`config.mk`:
```
export PLATFORM = sky130hd
export DESIGN_NAME = counter_seq_ctrl
export DESIGN_NICKNAME = d
export VERILOG_FILES = /design/src/rtl/counter_seq_ctrl.sv
export SDC_FILE = /design/constraint.sdc
export NUM_CORES = 1
export LEC_CHECK = 0
export BUFFER_PORTS_ARGS = -buffer_cell sky130_fd_sc_hd__buf_2
export CAP_MARGIN = 20
export CELL_PAD_IN_SITES_DETAIL_PLACEMENT = 0
export CELL_PAD_IN_SITES_GLOBAL_PLACEMENT = 1
export CORE_MARGIN = 2
export CORE_UTILIZATION = 43
export CTS_BUF_LIST = sky130_fd_sc_hd__clkbuf_8
export CTS_CLUSTER_SIZE = 28
export DETAILED_ROUTE_END_ITERATION = 7
export GPL_TIMING_DRIVEN = 0
export HOLD_SLACK_MARGIN = 0.08
export MAX_ROUTING_LAYER = met4
export PLACE_DENSITY = 0.8
export SLEW_MARGIN = 0
export SYNTH_ARGS = -nofsm -noshare
export SYNTH_HDL_FRONTEND = slang
export SYNTH_SLANG_ARGS = --single-unit
```
`constraint.sdc`:
```
create_clock -name CLK -period 2.25 [get_ports CLK]
set_input_delay 0.45 -clock CLK [delete_from_list [all_inputs] [get_ports CLK]]
set_output_delay 0.45 -clock CLK [all_outputs]
set_load 0.05 [all_outputs]
```
`src/rtl/counter_seq_ctrl.sv`:
```
// Sequencing controller for an up/down counter: load 0, ramp to a target, hold,
// ramp back to 0, repeat; a stall watchdog traps a counter that ignores commands.
module counter_seq_ctrl #(
  parameter int WIDTH       = 8,
  parameter int HOLD_W      = 8,
  parameter int REP_W       = 4,
  parameter int STALL_LIMIT = 4
) (
  input  logic              CLK,
  input  logic              RESET,
  input  logic              START,
  input  logic              ABORT,
  input  logic [WIDTH-1:0]  TARGET,
  input  logic [HOLD_W-1:0] HOLD_CYCLES,
  input  logic [REP_W-1:0]  REPEATS,
  input  logic [WIDTH-1:0]  C_IN,
  output logic [1:0]        CTRL,
  output logic [WIDTH-1:0]  LOAD_VAL,
  output logic              BUSY,
  output logic              DONE,
  output logic              ERR
);

  localparam int STALL_W = $clog2(STALL_LIMIT + 1);

  typedef enum logic [2:0] {
    S_IDLE, S_LOAD, S_UP, S_HOLD, S_DOWN, S_DONE, S_ERR
  } state_e;

  typedef enum logic [1:0] {
    CMD_HOLD = 2'b00,
    CMD_UP   = 2'b01,
    CMD_DOWN = 2'b10,
    CMD_LOAD = 2'b11
  } cmd_e;

  state_e              state_q, state_d;
  logic [WIDTH-1:0]    tgt_q, tgt_d;
  logic [HOLD_W-1:0]   hold_q, hold_d;
  logic [HOLD_W-1:0]   hold_cnt_q, hold_cnt_d;
  logic [REP_W-1:0]    rep_cnt_q, rep_cnt_d;
  logic [WIDTH-1:0]    prev_c_q, prev_c_d;
  logic [STALL_W-1:0]  stall_cnt_q, stall_cnt_d;
  cmd_e                cmd;
  logic                start_ok;

  assign CTRL     = cmd;
  assign LOAD_VAL = '0;

  // NOTE: every signal written here gets a default first, so no path leaves a
  // value unassigned and no latch is inferred.
  always_comb begin
    state_d     = state_q;
    tgt_d       = tgt_q;
    hold_d      = hold_q;
    hold_cnt_d  = hold_cnt_q;
    rep_cnt_d   = rep_cnt_q;
    prev_c_d    = C_IN;
    stall_cnt_d = stall_cnt_q;
    cmd         = CMD_HOLD;
    BUSY        = 1'b0;
    DONE        = 1'b0;
    ERR         = 1'b0;
    start_ok    = START && !ABORT && (state_q == S_IDLE || state_q == S_ERR);

    case (state_q)
      S_IDLE: ;
      S_LOAD: begin
        BUSY    = 1'b1;
        cmd     = CMD_LOAD;
        state_d = S_UP;
      end
      S_UP: begin
        BUSY = 1'b1;
        if (C_IN != tgt_q) begin
          cmd = CMD_UP;
        end else begin
          hold_cnt_d = hold_q;
          state_d    = (hold_q != '0) ? S_HOLD : S_DOWN;
        end
      end
      S_HOLD: begin
        BUSY       = 1'b1;
        hold_cnt_d = hold_cnt_q - HOLD_W'(1);
        if (hold_cnt_q <= HOLD_W'(1)) state_d = S_DOWN;
      end
      S_DOWN: begin
        BUSY = 1'b1;
        if (C_IN != '0) begin
          cmd = CMD_DOWN;
        end else begin
          // Further passes go straight back to UP; the counter is already at 0.
          rep_cnt_d = rep_cnt_q - REP_W'(1);
          state_d   = (rep_cnt_q > REP_W'(1)) ? S_UP : S_DONE;
        end
      end
      S_DONE: begin
        DONE    = 1'b1;
        state_d = S_IDLE;
      end
      S_ERR: begin
        ERR = 1'b1;
        if (ABORT) state_d = S_IDLE;
      end
      default: state_d = S_IDLE;
    endcase

    if (start_ok) begin
      tgt_d     = TARGET;
      hold_d    = HOLD_CYCLES;
      rep_cnt_d = (REPEATS == '0) ? REP_W'(1) : REPEATS;
      state_d   = S_LOAD;
    end

    // Watchdog: a commanded counter whose output repeats is counted as stalled.
    if (cmd == CMD_UP || cmd == CMD_DOWN) begin
      if (C_IN == prev_c_q) stall_cnt_d = stall_cnt_q + STALL_W'(1);
      else                  stall_cnt_d = '0;
      if (stall_cnt_d == STALL_W'(STALL_LIMIT)) state_d = S_ERR;
    end

    if ((state_d == S_UP && state_q != S_UP) ||
        (state_d == S_DOWN && state_q != S_DOWN)) begin
      stall_cnt_d = '0;
    end

    // Abort outranks everything, including a watchdog trip in the same cycle.
    if (ABORT && BUSY) begin
      cmd         = CMD_HOLD;
      state_d     = S_IDLE;
      stall_cnt_d = '0;
    end
  end

  // NOTE: state uses non-blocking assignments so every flop samples the
  // pre-edge values of the others; the reset arm is asynchronous.
  always_ff @(posedge CLK or posedge RESET) begin
    if (RESET) begin
      state_q     <= S_IDLE;
      tgt_q       <= '0;
      hold_q      <= '0;
      hold_cnt_q  <= '0;
      rep_cnt_q   <= '0;
      prev_c_q    <= '0;
      stall_cnt_q <= '0;
    end else begin
      state_q     <= state_d;
      tgt_q       <= tgt_d;
      hold_q      <= hold_d;
      hold_cnt_q  <= hold_cnt_d;
      rep_cnt_q   <= rep_cnt_d;
      prev_c_q    <= prev_c_d;
      stall_cnt_q <= stall_cnt_d;
    end
  end

endmodule

```
==> results.md <==
- Status: complete, no violations
- Most frequent cells in the layout: nand2_1 (65), dfrtp_1 (42), buf_2 (38), buf_4 (16), a21oi_1 (12)
- Port bufs: 36
- Worst Hold Launch: HOLD_CYCLES[2]
- Initial antenna violation count: 0
- Final Util: 0.553
- Area of the mapped netlist: 2350 um2
- Row Count: 26
- Critical path's slowest cell: or4b_4
- Multi-input gate area: 1250 um2
- Filler cell count: 523
- PD cells: 938 nW/um2
- Crit-path max cell delay: 510 ps
- Clock skew: 8.05 ps
- GPL Wtd Cong: 0.768
- Static Leak: 1.35 nW
- Initial core utilization: 0.451
- Crit path DAT: 2380 ps
- Critical Path Start: state_q[1]$_DFF_PP0_
- Synth Flop Type: dfrtp_1
- Grt ovf: 0
- Hold path depth: 3
- CTS H-tree depth: 2
- Mean Syn Cell Area: 8.93 um2
- Reg2Reg Setup Slack: 80 ps
- Post-DP HPWL: 3770 um
- Critical Path RT: 2460 ps
- Post-route setup slack: 79.7 ps
- Sequential element share of the synthesized area: 0.448
- Post-route DRC: 0
- Initial DRT Pass Iterations: 4
- Worst R2R Path Depth: 7
- Via density: 5.01
- CP Launch Type: flop
- Post-synth EDFFs: 0
- Vias: 1965
- Die ar.: 6070 um2
- Synth Instances: 263
- Ys Warns: 0
- GRT Util Overall: 0.187
- Hold EP: hold_q[2]$_DFFE_PP0P_
- Period utilisation layout: 0.965
- Kind of critical path: flop to flop
- Final ANT Viol Nets: 0
- Clk slew on worst S/H paths: 80 ps
- Root cell of the clock tree: clkbuf_8
- Worst hold-check path type: input port to flop
- Wire per inst: 13.1 um
- CTS tree: yes
- Final Instance Count excl. Fillers: 392
- Core Area: 5200 um2
- Area growth syn-to-layout: 22.6%
- Post-place setup slack: -305 ps
- # IOs: 45
- Die Y: 77.9 um
- Max Freq: 0.461 GHz
- Vias in the first global route: 1853
- Top delay family on crit path: simple AND/OR/NAND/NOR gates
- R2r endpoint: stall_cnt_q[2]$_DFFE_PP0P_
- Final setup viols: 0
- Worst path bufs/invs: 1
- Most common cell after layout, fill and taps aside: nand2_1
- CP Capture Type: flop
- Distinct cells, synth: 44
- Worst-path cell chain: buf_6 -> or3b_4 -> a21oi_4 -> o21ai_2 -> or4b_4 -> o2111a_2 -> nor3_1
- Post-Route WL: 5120 um
- Fin. max-slew vios: 0
- Worst-skew pair later-pin latency: 290 ps
- CTS Sinks: 42
- Die X: 77.9 um
- Deepest clock path buffer count: 2
- Yosys reg bits: 42
- Fin. Hold Viols: 0
- Reg area: 1050 um2
- Crit path max fanout: 9
- Synth async-reset ratio: 1.00
- Worst r2r src: state_q[1]$_DFF_PP0_
- Share of cells above drive strength 1: 0.258
- Cts bufs inserted: 5
- 1st-iter DRT viols: 156
- Max-cap check violation count: 0
- VDD IR-drop max: 515 uV
- Final Critical Period: 2170 ps
- Dpl cells: 377
- First-pass GRT wire length: 8780 um
- ANT cells: 0
- Pin count of the biggest net entering global routing: 36
- Nets: 359
- RSZ-0062 raised after global routing: true
-- sequential cells by signal, indices dropped and copies added, names as in the netlist --
signal and flops:
hold_cnt_q 8, hold_q 8, prev_c_q 8, rep_cnt_q 4
stall_cnt_q 3, state_q 3, tgt_q 8
-- per-layer routing --
metal	vias up	part of all wire	global-route usage
met2	47	0.44	0.274
met5	-	0	-
li1	1004	-	-
met3	7	0.046	0.0314
met4	0	0.014	0.0632
met1	907	0.50	0.264
-- metrics by stage --
step | instance area [um2] | hold slack [ps] | total power, mW | TNS [ps]
floorplan | 2390 | 465 | 1.90 | 0
global placement | 2660 | 486 | 2.12 | -1110
detailed placement | 2680 | 378 | 2.15 | -1080
CTS | 2780 | 337 | 2.63 | 0
global route | 2880 | 338 | 2.93 | -15.3
finish | 2880 | 344 | 2.70 | 0
-- cell families after synthesis --
| group | after synthesis | share of synthesized area |
|---|---|---|
| fa+ha+maj | 5 | 0.0266 |
| buf+inv | 26 | 0.0570 |
| flops | 42 | 0.448 |
| xor+xnor | 20 | 0.0746 |
| other cells | 1 | 0.00160 |
| mux | 3 | 0.0139 |
| simple gates | 128 | 0.277 |
| compound gates | 38 | 0.102 |
-- worst register-to-register path, stage by stage (launching register included) --
cell and delay [ps]:
dfrtp_1 350, buf_6 140, or3b_4 420, a21oi_4 200
o21ai_2 110, or4b_4 510, o2111a_2 210, nor3_1 170
-- repair_timing --
action | in CTS | in global routing
setup buffers | 1 | 7
pin swaps | 2 | 6
resized for setup | 5 | 13
hold buffers | 1 | 0
setup endpoints to repair | 4 | 5
hold endpoints to repair | 7 | 0
-- worst max path at each step --
stage / to / slack, ps / cells after the start
after floorplan: CTRL[1] / 60 / 4
after global placement: stall_cnt_q[2]$_DFFE_PP0P_ / -310 / 8
after detailed placement: stall_cnt_q[1]$_DFFE_PP0P_ / -300 / 8
after CTS: CTRL[0] / 3 / 6
after global routing: stall_cnt_q[2]$_DFFE_PP0P_ / -7 / 7
final: stall_cnt_q[2]$_DFFE_PP0P_ / 80 / 7
-- where the power goes --
group | internal [mW] | total [mW] | switching [mW]
combinational | 0.437 | 1.07 | 0.630
sequential | 0.991 | 1.19 | 0.200
clock | 0.205 | 0.444 | 0.239
-- cells in the mapped netlist, types with 3 or more instances --
cell / number / share of area
a31oi_1: 3 / 0.0080
xnor2_1: 11 / 0.041
nand4_1: 3 / 0.0080
nor4_1: 3 / 0.0080
ha_1: 5 / 0.027
a21oi_1: 12 / 0.026
dfrtp_1: 42 / 0.45
and3_1: 5 / 0.013
buf_4: 9 / 0.029
xor2_1: 9 / 0.034
clkbuf_1: 7 / 0.011
nor3_1: 10 / 0.021
nand3_1: 9 / 0.019
inv_1: 8 / 0.013
nor2_1: 14 / 0.022
or3_1: 4 / 0.011
o21ai_0: 8 / 0.017
o211ai_1: 5 / 0.016
nand2_1: 65 / 0.10
-- final cells by class --
cell class	count	area share
clock buffers	5	0.0239
multi-input cells	202	0.435
repair buffers	46	0.0960
flip-flops and latches	42	0.365
clock inverters	2	0.00261
inverters	8	0.0104
plain buffers	17	0.0365
well taps	70	0.0304
Note: power is estimated with default switching activity, not from simulation.
